### src/rtl/bcd_down_timer_pkg.sv
// rtl/bcd_down_timer_pkg.sv - shared state encoding and BCD limits for bcd_down_timer
package bcd_down_timer_pkg;

   typedef enum logic [1:0] {
      ST_IDLE  = 2'd0,
      ST_RUN   = 2'd1,
      ST_PAUSE = 2'd2,
      ST_DONE  = 2'd3
   } state_t;

   localparam logic [3:0] DIGIT_MAX    = 4'd9;
   localparam logic [3:0] SEC_TENS_MAX = 4'd5;

   function automatic logic [3:0] clamp_digit(input logic [3:0] v, input logic [3:0] lim);
      return (v > lim) ? lim : v;
   endfunction

endpackage

### src/rtl/bcd_down_digit.sv
// rtl/bcd_down_digit.sv - one BCD down-counting digit with wrap to MAX and borrow out
module bcd_down_digit
   import bcd_down_timer_pkg::*;
#(
   parameter logic [3:0] MAX = DIGIT_MAX
) (
   input  logic       CP,
   input  logic       nCLR,
   input  logic       load,
   input  logic [3:0] ld_val,
   input  logic       dec,
   output logic [3:0] Q,
   output logic       borrow
);

   always_ff @(posedge CP or negedge nCLR) begin
      if (!nCLR) begin
         Q <= 4'd0;
      end else if (load) begin
         Q <= ld_val;
      end else if (dec) begin
         Q <= (Q == 4'd0) ? MAX : Q - 4'd1;
      end
   end

   assign borrow = dec & (Q == 4'd0);

endmodule

### src/rtl/bcd_down_timer.sv
// rtl/bcd_down_timer.sv - MM:SS BCD countdown timer with expiry pulse and timed alarm
// Optional TIMER_AUTO_RELOAD_EN: reload from the last loaded value at expiry and keep running.
module bcd_down_timer
   import bcd_down_timer_pkg::*;
#(
   parameter int MIN_TENS_MAX = 5,
   parameter int ALARM_TICKS  = 8
) (
   input  logic       CP,
   input  logic       nCLR,
   input  logic       TICK,
   input  logic       LOAD,
   input  logic [3:0] LD_M1,
   input  logic [3:0] LD_M0,
   input  logic [3:0] LD_S1,
   input  logic [3:0] LD_S0,
   input  logic       START,
   input  logic       PAUSE,
   output logic [3:0] M1,
   output logic [3:0] M0,
   output logic [3:0] S1,
   output logic [3:0] S0,
   output logic       RUNNING,
   output logic       EXPIRED,
   output logic       ALARM
);

   localparam logic [3:0] M1_MAX = 4'(MIN_TENS_MAX);
   localparam int         CW     = $clog2(ALARM_TICKS + 1);

   state_t          state_q, state_d;
   logic            running_q, expired_q, alarm_q;
   logic            expired_d, alarm_d;
   logic [CW-1:0]   acnt_q, acnt_d;
   logic            tick_dec, reload;
   logic            cnt_zero, cnt_one;
   logic            dig_load;
   logic [15:0]     clamped, ld_word;
   logic            b_s0, b_s1, b_m0, b_m1;

   assign clamped = {clamp_digit(LD_M1, M1_MAX), clamp_digit(LD_M0, DIGIT_MAX),
                     clamp_digit(LD_S1, SEC_TENS_MAX), clamp_digit(LD_S0, DIGIT_MAX)};

   assign cnt_zero = ({M1, M0, S1, S0} == 16'h0000);
   assign cnt_one  = ({M1, M0, S1, S0} == 16'h0001);

`ifdef TIMER_AUTO_RELOAD_EN
   logic [15:0] shadow_q;
   logic        shadow_zero;

   always_ff @(posedge CP or negedge nCLR) begin
      if (!nCLR) begin
         shadow_q <= 16'h0000;
      end else if (LOAD) begin
         shadow_q <= clamped;
      end
   end

   assign shadow_zero = (shadow_q == 16'h0000);
   assign ld_word     = LOAD ? clamped : shadow_q;
`else
   assign ld_word     = clamped;
`endif

   always_ff @(posedge CP or negedge nCLR) begin
      if (!nCLR) begin
         state_q   <= ST_IDLE;
         running_q <= 1'b0;
         expired_q <= 1'b0;
         alarm_q   <= 1'b0;
         acnt_q    <= '0;
      end else begin
         state_q   <= state_d;
         running_q <= (state_d == ST_RUN);
         expired_q <= expired_d;
         alarm_q   <= alarm_d;
         acnt_q    <= acnt_d;
      end
   end

   // Each request is only considered when every higher-priority one is idle.
   always_comb begin
      state_d   = state_q;
      alarm_d   = alarm_q;
      acnt_d    = acnt_q;
      expired_d = 1'b0;
      tick_dec  = 1'b0;
      reload    = 1'b0;
      if (LOAD) begin
         state_d = ST_IDLE;
         alarm_d = 1'b0;
         acnt_d  = '0;
      end else if (PAUSE) begin
         if (state_q == ST_RUN) state_d = ST_PAUSE;
      end else if (START && state_q != ST_RUN) begin
         case (state_q)
            ST_IDLE:  if (!cnt_zero) state_d = ST_RUN;
            ST_PAUSE: state_d = ST_RUN;
            ST_DONE: begin
               state_d = ST_IDLE;
               alarm_d = 1'b0;
               acnt_d  = '0;
            end
            default: state_d = state_q;
         endcase
      end else if (TICK) begin
         case (state_q)
            ST_RUN: begin
               if (cnt_one) begin
                  expired_d = 1'b1;
                  alarm_d   = 1'b1;
                  acnt_d    = '0;
`ifdef TIMER_AUTO_RELOAD_EN
                  if (!shadow_zero) begin
                     reload = 1'b1;
                  end else begin
                     tick_dec = 1'b1;
                     state_d  = ST_DONE;
                  end
`else
                  tick_dec = 1'b1;
                  state_d  = ST_DONE;
`endif
               end else begin
                  tick_dec = 1'b1;
                  // Alarm window keeps timing while a reloaded count runs on.
                  if (alarm_q) begin
                     acnt_d = acnt_q + 1'b1;
                     if (acnt_d == CW'(ALARM_TICKS)) alarm_d = 1'b0;
                  end
               end
            end
            ST_DONE: begin
               acnt_d = acnt_q + 1'b1;
               if (acnt_d == CW'(ALARM_TICKS)) begin
                  alarm_d = 1'b0;
                  state_d = ST_IDLE;
               end
            end
            default: state_d = state_q;
         endcase
      end
   end

   assign dig_load = LOAD | reload;

   bcd_down_digit #(.MAX(DIGIT_MAX)) u_s0 (
      .CP(CP), .nCLR(nCLR), .load(dig_load), .ld_val(ld_word[3:0]),
      .dec(tick_dec), .Q(S0), .borrow(b_s0)
   );

   bcd_down_digit #(.MAX(SEC_TENS_MAX)) u_s1 (
      .CP(CP), .nCLR(nCLR), .load(dig_load), .ld_val(ld_word[7:4]),
      .dec(b_s0), .Q(S1), .borrow(b_s1)
   );

   bcd_down_digit #(.MAX(DIGIT_MAX)) u_m0 (
      .CP(CP), .nCLR(nCLR), .load(dig_load), .ld_val(ld_word[11:8]),
      .dec(b_s1), .Q(M0), .borrow(b_m0)
   );

   // M1 never underflows since RUN is never entered at 00:00.
   bcd_down_digit #(.MAX(M1_MAX)) u_m1 (
      .CP(CP), .nCLR(nCLR), .load(dig_load), .ld_val(ld_word[15:12]),
      .dec(b_m0), .Q(M1), .borrow(b_m1)
   );

   assign RUNNING = running_q;
   assign EXPIRED = expired_q;
   assign ALARM   = alarm_q;

   logic unused_borrow;
   assign unused_borrow = b_m1;

endmodule

### config.mk
export PLATFORM = sky130hd
export DESIGN_NAME = bcd_down_timer
export DESIGN_NICKNAME = d
export VERILOG_FILES = /design/src/rtl/bcd_down_timer_pkg.sv /design/src/rtl/bcd_down_digit.sv /design/src/rtl/bcd_down_timer.sv
export SDC_FILE = /design/constraint.sdc
export NUM_CORES = 1
export LEC_CHECK = 0
export CAP_MARGIN = 10
export CORE_AREA = 2 2 72 46
export CTS_CLUSTER_DIAMETER = 150
export CTS_CLUSTER_SIZE = 25
export DETAILED_ROUTE_END_ITERATION = 6
export DIE_AREA = 0 0 74 48
export GPL_TIMING_DRIVEN = 1
export PLACE_DENSITY = 0.84
export SYNTH_ARGS = -nofsm -noshare
export SYNTH_HDL_FRONTEND = slang
export SYNTH_SLANG_ARGS = --single-unit
### constraint.sdc
create_clock -name CP -period 4 [get_ports CP]
set_input_delay 1 -clock CP [delete_from_list [all_inputs] [get_ports CP]]
set_output_delay 1 -clock CP [all_outputs]
set_load 0.05 [all_outputs]
# After elaboration in Yosys (flattened, before gate mapping)
# Cells that the tools add are included.
[totals] register_bits=25 inputBits=22 out_inout_bits=19 wordCells=102
[op_classes] n_addsub=5 order_cmp=4 n_eq_ne=11 n_mux=55 n_bitwise=3 n_reduce_logical=15
[op_table] operator="4-bit 2-to-1 mux" n=23
[op_table] operator="1-bit 2-to-1 mux" n=20
[op_table] operator="16-bit by 1-bit == test with 1-bit output, second input constant" n=1
[op_table] operator="16-bit zero test" n=1
[op_table] operator="4-bit zero test" n=4
[op_table] operator="2-bit 2-to-1 mux" n=8
[op_table] operator="4-bit by 1-bit subtractor with 4-bit output, second input constant" n=4
[op_table] operator="5-bit AND reduction" n=2
[op_table] operator="4-bit by 3-bit > comparator with 1-bit output, second input constant" n=2
[op_table] operator="4-bit > comparator, second input constant" n=2
[op_table] operator="4-bit one-hot mux with 2 select lines" n=1
[op_table] operator="2-bit nonzero test" n=4
[op_table] operator="2-bit one-hot mux with 3 select lines" n=1
[op_table] operator="3-bit nonzero test" n=2
[op_table] operator="5-bit by 4-bit != test with 1-bit output, second input constant" n=1
[op_table] operator="4-bit by 1-bit adder with 4-bit output, second input constant" n=1
[op_table] operator="2-bit by 1-bit == test with 1-bit output, second input constant" n=2
[op_table] operator="2-bit == test, second input constant" n=2
[op_table] operator="4-bit == test, second input constant" n=1
[op_table] operator="4-bit != test, second input constant" n=1
[op_table] operator="2-bit one-hot mux with 2 select lines" n=1
[op_table] operator="1-bit bitwise AND" n=3
[op_table] operator="3-bit by 2-bit != test with 1-bit output, second input constant" n=1
[op_table] operator="2-bit zero test" n=1
[op_table] operator="4 further kinds" n=4

# Logic depth before layout (Yosys ltp)
[logic_depth] ltp_word=11 ltp_mapped=6 ltp_nobuf=6

# By module
# Synthesis repeated with hierarchy kept, for this count alone.
[hier_totals] hier_cells=175 area_unflattened_um2=1575.3
[modules_own_cells] module="bcd_down_timer" instances=1 cells_per_inst=89 area_each_um2=709.4 seq_area_each_um2=225.2
[modules_own_cells] module="bcd_down_digit (u_m0 ...)" instances=2 cells_per_inst=22 area_each_um2=231.5 seq_area_each_um2=100.1
[modules_own_cells] module="bcd_down_digit (u_m1 ...)" instances=2 cells_per_inst=21 area_each_um2=201.4 seq_area_each_um2=100.1

# Worst setup path after synthesis
# OpenSTA, ideal clock, no wires.
[synth_path] path_kind="input to register" start="input port PAUSE" end="register u_m1.Q[1]" setup_time_ns=0.126 arrival_ns=2.178 required_time_ns=3.874 slack_ns=1.695 path_stages=4 n_path_buf=0 path_cell_list="nand4bb_1 -> nor3_4 -> nand4b_2 -> a311o_1"
[synth_between] elab_chain_len=6
[synth_rtl] item="from (decl)" line="bcd_down_timer.sv:18" rtl="input logic PAUSE,"
[synth_rtl] item="1-bit 2-to-1 mux" line="bcd_down_timer.sv:93" rtl="end else if (PAUSE) begin"
[synth_rtl] item="1-bit 2-to-1 mux" line="bcd_down_timer.sv:89" rtl="if (LOAD) begin"
[synth_rtl] item="1-bit bitwise AND (3 in a row)" line="bcd_down_digit.sv:26" rtl="assign borrow = dec & (Q == 4'd0);"
[synth_rtl] item="2-bit nonzero test (no source line)"
[synth_rtl] item="to (signal assigned)" line="bcd_down_digit.sv:20" rtl="Q <= ld_val;"
[synth_rtl] item="to (signal assigned)" line="bcd_down_digit.sv:22" rtl="Q <= (Q == 4'd0) ? MAX : Q - 4'd1;"
[synth_rtl] item="to (decl)" line="bcd_down_digit.sv:12" rtl="output logic [3:0] Q,"
# No other way between the ends.
# A chain may end at the register's enable or synchronous reset.

# Worst setup path in the final report
# Ends and elaborated chain as after synthesis.

==> summary.md <==
| Metric | Value |
|---|---|
| Synth Flop Type | dfrtp_1 |
| Setup ws final | 1.21 ns |
| Switch share | 0.331 |
| Worst slew margin | 0.601 |
| Global route overflow | 0 |
| Sequential share of power | 0.484 |
| Synth cell types | 45 |
| Nets@finish | 222 |
| Dpl hpwl | 2840 um |
| Tcrit/Tclk final | 0.697 |
| Cells after Synth | 156 |
| Via Count | 1406 |
| CP delay by family, top | simple AND/OR/NAND/NOR gates |
| Initial antenna violation count | 0 |
| TritonCTS clock tree | yes |
| Final Hold Fails | 0 |
| Post-synth EDFFs | 0 |
| IO Port Bufs | 40 |
| Most common cell after layout, fill and taps aside | clkdlybuf4s50_1 |
| Fraction of layout cells with a size suffix above 1 | 0.0505 |
| Hold WC Path Type | reg -> reg |
| Iter 0 DRT Violations | 139 |
| Synth warn | 0 |
| H-tree depth | 1 |
| Worst IR Drop VDD | 0.227 mV |
| Synthesized flop and latch total | 25 |
| Worst hold slack | 0.543 ns |
| Core Footprint | 2830 um2 |
| Psw | 0.200 mW |
| Hold buffer count at cts | 0 |
| Static leakage | 0.839 nW |
| Die area | 3550 um2 |
| Die X | 74 um |
| Final setup viols | 0 |
| Critical Path Fanout Max | 10 |
| Num rows | 15 |
| Initial Util | 0.503 |
| Cell Pwr Density | 311 nW/um2 |
| Root Buffer | clkbuf_8 |
| TritonRoute pass-1 iters | 5 |
| Clk slew on worst S/H paths | 0.09 ns |
| CP bufs+invs | 1 |
| Number of buffers added for setup after CTS | 0 |
| Worst-Margin Slew | 0.597 ns |
| TritonCTS Buffers | 3 |
| Setup_tns | 0 ns |
| CP Capture Type | register |
| DP Worst Slack | 0.964 ns |
| Number of global-route vias before repair | 1189 |
| Clock share of power | 0.254 |
| Sink Count | 25 |
| Max-Cap Viols | 0 |
| Die Y | 48 um |
| Fill count | 224 |
| Largest net degree at the start of global routing | 26 |
| Cell Area, Synth | 1430 um2 |
| Asr flop ratio synth | 1.00 |
| Top-area cell type share of the netlist area | 0.439 |
| Area delta synth->final | 36.3% |
| Slowest CP cell | clkdlybuf4s50_1 |
| Worst path required time | 4.16 ns |
| Sequential area share after synthesis | 0.439 |
| Max-slew violation count | 0 |
| P_int | 0.405 mW |
| Cell Chain, Critical Path | clkdlybuf4s50_1, nand4bb_1, nor3_4, nand4b_2, a311o_1 |
| Cell taking the most area after synthesis | dfrtp_1 |
| I/O Pins | 41 |
| Unrepaired setup endpoints after global routing | false |
| Crit path DAT | 2.94 ns |
| Clk_lat worst skew | 0.27 ns |
| Comb power frac | 0.262 |
| Diode count | 0 |
| Detail Route Antenna Nets | 0 |
| Post-route cell area | 1940 um2 |
| Clk buf depth | 2 |
| Most frequent cells in the layout | clkdlybuf4s50_1 (40), dfrtp_1 (25), nand2_1 (15) |
| Wirelength per Cell | 15.5 um |
| Via density | 5.86 |
| Clock skew | 0.00471 ns |
| Outcome | complete, no violations |
| Delay of the slowest critical-path stage | 0.49 ns |
| Dpl cell area | 1870 um2 |
| Total track usage | 0.224 |
| First-pass GRT wire length | 5790 um |
| Final Critical Period | 2.79 ns |
| Syn_nets | 179 |
| Post-CTS Resized | 0 |
| Final WL | 3730 um |
| Top post-synthesis cells by area | dfrtp_1 (44%), nand2_1 (3.9%), o21ai_0 (3.9%), nor2_1 (3.7%), a21oi_1 (2.8%) |
| DR DRC count | 0 |
| Placer Congestion | 0.762 |
| Crit start category | input pin |
| Syn Area/Cell | 9.14 um2 |
| CP Class | in -> reg |
| Peak Freq | 359 MHz |
-- synth_stat cells (all sizes together) (2+ instances only) --
cell type	instances
a2111oi	3
a211oi	3
a21o	3
a21oi	8
a31oi	4
and2	2
and3	2
clkbuf	4
dfrtp	25
inv	6
mux2i	3
nand2	15
nand2b	4
nand3	5
nor2	14
nor3	6
nor4	4
o211a	3
o21a	2
o21ai	13
o22ai	4
or4	2
xor2	3
-- routing by layer --
metal	GRT usage	wire length [um]	up-vias	part of all wire
met5	0	0	-	0
li1	-	-	671	-
met3	0.0589	324	11	0.087
met4	0.0691	62	0	0.017
met1	0.320	1690	650	0.45
met2	0.334	1650	74	0.44
-- kinds of logic (layout without fill, tap and decap cells) --
family,after synthesis,in the layout,share of synthesized area
AO/OA/AOI/OAI,50,50,0.232
AND/OR/NAND/NOR,63,63,0.249
XOR/XNOR,4,4,0.0246
flip-flops,25,25,0.439
adder cells (fa/ha/maj),1,1,0.00877
buffers and inverters,10,52,0.0263
multiplexers,3,3,0.0211
-- power groups by stage --
stage          registers [mW]  logic [mW]  clock network (mW)
6_report                0.293       0.159               0.154
5_1_grt                 0.296       0.169               0.165
4_1_cts                 0.292       0.156               0.156
3_5_place_dp            0.297       0.155                   0
3_3_place_gp            0.295       0.151                   0
2_1_floorplan           0.336      0.0461                   0
-- path summary, 6_finish.rpt --
kind,start,to,slack [ns],cells after the start
worst min register to register,acnt_q[3],acnt_q[3],0.54,1
worst min-delay path,acnt_q[3],acnt_q[3],0.54,1
min in group asynchronous,nCLR,u_m0.Q[3],0.98,1
worst max-delay path,PAUSE,u_m1.Q[1],1.21,5
max in group asynchronous,nCLR,u_m1.Q[3],2.62,2
worst max register to register,u_s0.Q[1],u_m1.Q[1],1.88,4
-- registers in the layout (all words and copies together), names as in the netlist --
register  count
EXPIRED       1
u_s0.Q        4
acnt_q        4
ALARM         1
u_m0.Q        4
RUNNING       1
u_m1.Q        4
state_q       2
u_s1.Q        4
-- final cells by class --
| cell class | instances | area [um2] | area share |
|---|---|---|---|
| repair buffers | 42 | 435 | 0.224 |
| well taps | 42 | 52.6 | 0.0270 |
| multi-input cells | 121 | 763 | 0.393 |
| inverters | 6 | 22.5 | 0.0116 |
| clock buffers | 4 | 45.0 | 0.0232 |
| flip-flops and latches | 25 | 626 | 0.322 |
-- stage by stage --
stage	power, mW	util	cells
2_1_floorplan	0.382	-	156
3_3_place_gp	0.447	0.660	235
3_5_place_dp	0.452	0.660	235
4_1_cts	0.604	0.676	239
5_1_grt	0.630	0.686	240
6_report	0.605	0.686	240
(Power assumes the default switching activity.)
